--- src/rtl/key_conditioner.sv ---
// Push-button conditioner: per-key 2-flop synchronizer, debounce, edge pulses
// and optional auto-repeat while a key is held.
module key_conditioner #(
    parameter int unsigned CLK_FREQ_HZ     = 50_000_000,
    parameter int unsigned NUM_KEYS        = 4,
    parameter int unsigned DEBOUNCE_MS     = 10,
    parameter int unsigned REPEAT_DELAY_MS = 500,
    parameter int unsigned REPEAT_RATE_MS  = 100
) (
    input  logic                clk,
    input  logic                reset_n,
    input  logic [NUM_KEYS-1:0] key_n,
    input  logic [NUM_KEYS-1:0] repeat_en,
    output logic [NUM_KEYS-1:0] key_level,
    output logic [NUM_KEYS-1:0] key_press,
    output logic [NUM_KEYS-1:0] key_release
);

    localparam int unsigned DEB_CYC  = CLK_FREQ_HZ / 1000 * DEBOUNCE_MS;
    localparam int unsigned DLY_CYC  = CLK_FREQ_HZ / 1000 * REPEAT_DELAY_MS;
    localparam int unsigned RATE_CYC = CLK_FREQ_HZ / 1000 * REPEAT_RATE_MS;
    localparam int unsigned RMAX     = (DLY_CYC > RATE_CYC) ? DLY_CYC : RATE_CYC;
    localparam int unsigned DCNT_W   = $clog2(DEB_CYC + 1);
    localparam int unsigned RCNT_W   = $clog2(RMAX + 1);

    localparam logic [DCNT_W-1:0] DEB_LAST  = DCNT_W'(DEB_CYC - 1);
    localparam logic [RCNT_W-1:0] DLY_LAST  = RCNT_W'(DLY_CYC - 1);
    localparam logic [RCNT_W-1:0] RATE_LAST = RCNT_W'(RATE_CYC - 1);

    // Reject parameter sets whose derived cycle counts collapse to zero
    if (DEB_CYC < 1 || DLY_CYC < 1 || RATE_CYC < 1) begin : g_param_err
        $error("key_conditioner: derived cycle counts must be >= 1");
    end

    typedef enum logic [1:0] {
        ST_IDLE   = 2'd0,
        ST_HELD   = 2'd1,
        ST_REPEAT = 2'd2
    } state_e;

    logic [NUM_KEYS-1:0] sync1_q;
    logic [NUM_KEYS-1:0] sync2_q;

    // Two-flop synchronizer; resets to the released (high) level
    always_ff @(posedge clk or negedge reset_n) begin
        if (!reset_n) begin
            sync1_q <= '1;
            sync2_q <= '1;
        end else begin
            sync1_q <= key_n;
            sync2_q <= sync1_q;
        end
    end

    for (genvar g = 0; g < NUM_KEYS; g++) begin : g_lane
        logic [DCNT_W-1:0] dcnt_q;
        logic [RCNT_W-1:0] rcnt_q;
        state_e            state_q;
        logic              level_q;
        logic              press_q;
        logic              release_q;
        logic              s;
        logic              flip;
        logic              rise;
        logic              fall;

        assign s    = ~sync2_q[g];
        assign flip = (s != level_q) && (dcnt_q == DEB_LAST);
        assign rise = flip & s;
        assign fall = flip & ~s;

        // Debounce counter, debounced level and press/repeat/release FSM
        always_ff @(posedge clk or negedge reset_n) begin
            if (!reset_n) begin
                dcnt_q    <= '0;
                rcnt_q    <= '0;
                state_q   <= ST_IDLE;
                level_q   <= 1'b0;
                press_q   <= 1'b0;
                release_q <= 1'b0;
            end else begin
                press_q   <= 1'b0;
                release_q <= 1'b0;

                if (s == level_q || flip) begin
                    dcnt_q <= '0;
                end else begin
                    dcnt_q <= dcnt_q + DCNT_W'(1);
                end
                if (flip) begin
                    level_q <= s;
                end

                if (fall) begin
                    state_q   <= ST_IDLE;
                    release_q <= 1'b1;
                    rcnt_q    <= '0;
                end else begin
                    case (state_q)
                        ST_IDLE: begin
                            rcnt_q <= '0;
                            if (rise) begin
                                state_q <= ST_HELD;
                                press_q <= 1'b1;
                            end
                        end
                        ST_HELD, ST_REPEAT: begin
                            if (!repeat_en[g]) begin
                                state_q <= ST_HELD;
                                rcnt_q  <= '0;
                            end else if (rcnt_q == ((state_q == ST_HELD) ? DLY_LAST : RATE_LAST)) begin
                                state_q <= ST_REPEAT;
                                press_q <= 1'b1;
                                rcnt_q  <= '0;
                            end else begin
                                rcnt_q <= rcnt_q + RCNT_W'(1);
                            end
                        end
                        default: begin
                            state_q <= ST_IDLE;
                            rcnt_q  <= '0;
                        end
                    endcase
                end
            end
        end

        assign key_level[g]   = level_q;
        assign key_press[g]   = press_q;
        assign key_release[g] = release_q;
    end

endmodule

--- config.mk ---
export PLATFORM = sky130hd
export DESIGN_NAME = key_conditioner
export DESIGN_NICKNAME = d
export VERILOG_FILES = /design/src/rtl/key_conditioner.sv
export SDC_FILE = /design/constraint.sdc
export NUM_CORES = 1
export LEC_CHECK = 0
export BUFFER_PORTS_ARGS = -buffer_cell sky130_fd_sc_hd__buf_4
export CORE_MARGIN = 2
export CORE_UTILIZATION = 63
export CTS_BUF_LIST = sky130_fd_sc_hd__clkbuf_4 sky130_fd_sc_hd__clkbuf_8
export DETAILED_ROUTE_END_ITERATION = 10
export PLACE_DENSITY = 0.8
export RECOVER_POWER = 25
export SKIP_CTS_REPAIR_TIMING = 1
export SLEW_MARGIN = 20
export SYNTH_ARGS = -nofsm -noshare
export SYNTH_HDL_FRONTEND = slang
export SYNTH_SLANG_ARGS = --single-unit
--- constraint.sdc ---
create_clock -name clk -period 4.36 [get_ports clk]
set_input_delay 0.654 -clock clk [delete_from_list [all_inputs] [get_ports clk]]
set_output_delay 0.654 -clock clk [all_outputs]
set_load 0.02 [all_outputs]
Word level (Yosys, flattened, before mapping):

Index checks and enable logic that the tools add are counted.
W data, S select, Z words.

* equal/unequal tests: 32
* muxes and demuxes: 68
* add/sub/neg operators: 8
* bitwise operators: 12
* reduce and logical (&&, ||, !) cells: 20

Operator list (count)
* $mux W25: 20
* $add A25 B1 Y25 const B: 4
* $eq A25 B25 Y1: 4
* $add A19 B1 Y19 const B: 4
* $eq A19 B19 Y1 const B: 4
* $mux W19: 4
* $mux W2: 16
* $mux W1: 20
* $ne A4 B4 Y1 const B: 4
* $pmux W2 S2: 4
* $ne A3 B3 Y1 const B: 4
* $and A1 B1 Y1: 8
* $eq A2 B1 Y1 const B: 4
* $eq A2 B2 Y1 const B: 4
* $logic_not A2 Y1: 4
* $pmux W1 S2: 4
* $reduce_and A2 Y1: 4
* $reduce_or A2 Y1: 4
* $eq A1 B1 Y1: 4
* $logic_and A1 B1 Y1: 4
* $logic_or A1 B1 Y1: 4
* $ne A1 B1 Y1: 4
* $not A1 Y1: 4

* register bits: 204
* logic and storage cells: 166
* output and inout bits: 12
* bits of input ports: 10

Longest topological paths before layout:

* depth in word-level cells: 7
* depth in mapped cells: 9
* mapped depth without buffers: 7

Worst setup path after synthesis:

OpenSTA, ideal clock, no wires.

* kind: register to register
* from: reg g_lane[2].rcnt_q[10]
* to: reg g_lane[2].state_q[0]
* path buffers: 0
* clock period less this slack: 2308 ps
* cell stages (with the launch flop): 6
* data required time: 4235 ps
* setup time: 125 ps
* arrival time: 2183 ps
* setup slack: 2052 ps
* cells stage by stage: dfrtp_1 > or4_1 > or4_1 > a211o_1 > a21oi_2 > mux2_2

* longest elaborated chain between the ends: 3

Ends and longest elaborated chain
* from (decl): line 57 `logic [RCNT_W-1:0] rcnt_q;`
* from (signal assigned): line 116 `rcnt_q <= rcnt_q + RCNT_W'(1);`
* $eq A25 B25 Y1: line 111 `end else if (rcnt_q == ((state_q == ST_HELD) ? DLY_LAST : RATE_LAST)) begin`
* $ne A4 B4 Y1 (no source line)
* $reduce_and A2 Y1 (no source line)
* to (signal assigned): line 109 `state_q <= ST_HELD;`
* to (signal assigned): line 112 `state_q <= ST_REPEAT;`
* to (signal assigned): line 120 `state_q <= ST_IDLE;`
* to (decl): line 58 `state_e state_q;`

Every way passes these cells.
A chain may end at the register's enable or synchronous reset.

==> impl_metrics.yaml <==
place:
  dp.cells: 1259
  post-place-ws_ps: 1640
  gp_congestion: 0.851
  port_buffers: 21
  dp_hpwl_um: 12000
  dpl-instance-area_um2: 10500
synthesis:
  synthArstFlopShare: 1.00
  synth.avg_cell_area_um2: 9.73
  synthTopCellsByCount: "203 x nor2_1, 196 x dfrtp_1, 99 x xor2_1"
  synth.most_common_cell: "nor2_1"
  synth_edf_count: 0
  synth_top_area_cell: "dfrtp_1"
  synth-warning-count: 0
  synthCells: 1057
  synthTopCellsByArea: "dfrtp_1 48%, xor2_1 8.4%, nor2_1 7.4%, xnor2_1 5.5%, nand3_1 3.4%"
  syn_area_um2: 10300
  synth-seq-area-share: 0.497
  ys_ff_latch: 204
  synth_nets: 1087
  synthFlopType: "dfrtp_1"
  yosysTopAreaCellShare: 0.477
  synth.distinct_cells: 56
final_layout:
  synthToLayoutAreaGrowth_pct: 10.1
  design_area_um2: 11300
  utilization: 0.710
  drive_gt1_frac: 0.107
  num_antenna_cells: 0
  num-nets-final: 1110
  n_fill_cell: 1156
  fin_cells: 1322
sta:
  slew_viol_final: 119
  rsz0062_at_grt: "false"
  skew_ps: 12.2
  holdWs_ps: 248
  fin_crit_sh: 0.644
  fin_ws_ps: 1550
  tightest_slew_ps: 2940
  slew_headroom: -0.963
  clock.fmax_mhz: 356
  finalSetupViolCount: 0
  fin_crit_ps: 2810
  hold_viol: 0
  setup_tns_ps: 0
floorplan:
  io_pins: 22
  dieArea_um2: 17400
  die_h_um: 132
  initial_core_util: 0.645
  core_area_um2: 15900
  dieWidth_um: 132
  rows: 46
routing:
  vias_per_cell: 5.58
  drtIter0Drc: 563
  firstDrtPassIters: 5
  drc_errors: 0
  ant_nets: 0
  num_vias: 7381
  wl_per_cell_um: 14.3
  drt_wl_total_um: 18900
global_route:
  antenna_found_initial: 0
  grt_pass1_vias: 7312
  grt-ovfl-total: 0
  grt_usage: 0.226
  grt_first_pass_wirelength_um: 33400
  grt_max_degree: 120
clock_tree:
  cts_sinks: 204
  numCtsBuffers: 35
  cts_root_buffer: "clkbuf_8"
  cts.htree.levels: 2
  clk_pin_slew_ps: 60
  cts_tree: "built"
  clock_path_buffers: 3
  clock_latency_ps: 510
critical_path:
  crit_family: "buffers and inverters"
  reg2reg_slack_ps: 1630
  arrival_ps: 2770
  r2r-start: "g_lane[2].rcnt_q[10]"
  r2r_end: "g_lane[2].rcnt_q[18]"
  cp-endpoint: "g_lane[2].level_q"
  crit_chain: "clkbuf_2"
  critPathBufInv: 1
  worstSetupPathType: "primary input to asynchronous set/reset pin"
  cp-start-kind: "primary input"
  critPathMaxStageDelay_ps: 1980
  path_depth: 1
  critPathMaxFanout: 119
  setup.worst_path.start: "reset_n"
  reg2reg_depth: 5
  worst_ep_required_time_ps: 4320
  worstSetupEndpointType: "asynchronous set/reset pin"
  slowest_stage: "clkbuf_2"
hold_path:
  hp-start: "key_n[1]"
  hold_path_class: "primary input to flop"
power_and_ir_drop:
  p_leak_nw: 4.76
  ir_drop_uv: 323
  powerDensity_nw_per_um2: 374
  power_mw: 4.23
outcome:
  status: "finished, violations left"
  violations: "capacitance limit, slew limit"
flow_run:
  drv_cap: 1
report_power, final:
| part | switching [mW] | leakage [nW] | total, mW | internal, mW |
|---|---|---|---|---|
| clock network | 0.762 | 0.425 | 1.91 | 1.15 |
| registers | 0.0433 | 2.80 | 1.99 | 1.95 |
| logic | 0.223 | 1.53 | 0.335 | 0.112 |
| total | 1.03 | 4.76 | 4.23 | 3.21 |
flip-flops by register name, summed over array words and instances, names as in the netlist:
| signal | flops |
|---|---|
| g_lane.dcnt_q | 76 |
| g_lane.level_q | 4 |
| g_lane.press_q | 4 |
| g_lane.rcnt_q | 100 |
| g_lane.release_q | 4 |
| g_lane.state_q | 8 |
| sync1_q | 4 |
| sync2_q | 4 |
worst min path at each step:
stage                 end  slack (ps)  cells past startpoint
2_1_floorplan  sync2_q[0]         350                      0
3_3_place_gp   sync2_q[2]         350                      0
3_5_place_dp   sync2_q[2]         350                      0
4_1_cts        sync1_q[1]         210                      1
5_1_grt        sync1_q[1]         230                      1
6_report       sync1_q[1]         250                      1
layout make-up:
type	instances	area [um2]	share of cell area
Clock inverter	7	85.1	0.00752
Timing Repair Buffer	24	190	0.0168
Multi-Input combinational cell	783	4830	0.427
Clock buffer	56	708	0.0626
Inverter	32	120	0.0106
Tap cell	216	270	0.0239
Sequential cell	204	5110	0.452
cell families (layout without fill, tap and decap cells):
kind of cell,count (synthesis),in the layout,share of synthesized area
muxes,4,4,0.00438
xor gates and xnor gates,163,163,0.139
and+or+nand+nor,549,549,0.269
adders and majority gates,20,20,0.0243
buffers and inverters,70,119,0.0339
DFF,204,204,0.497
AOI/OAI and AO/OA,47,47,0.0324
metal layers:
layer	global-route usage	wire, um	vias to the layer above	share of wire
met5	0	0	-	0
met2	0.360	8710	130	0.46
li1	-	-	3655	-
met1	0.319	9110	3558	0.48
met3	0.0377	684	38	0.036
met4	0.0779	410	0	0.022
layout by cell type (no fill, tap or decap), types with 20 or more instances in the layout:
cell type / count
nand3_1: 70
and3_1: 21
nor2_1: 203
dfrtp_1: 196
clkbuf_8: 46
ha_1: 20
xnor2_1: 64
nor3_1: 26
inv_1: 32
xor2_1: 99
nand4_1: 49
nand2_1: 78
Power figures use the tool's default switching activity.
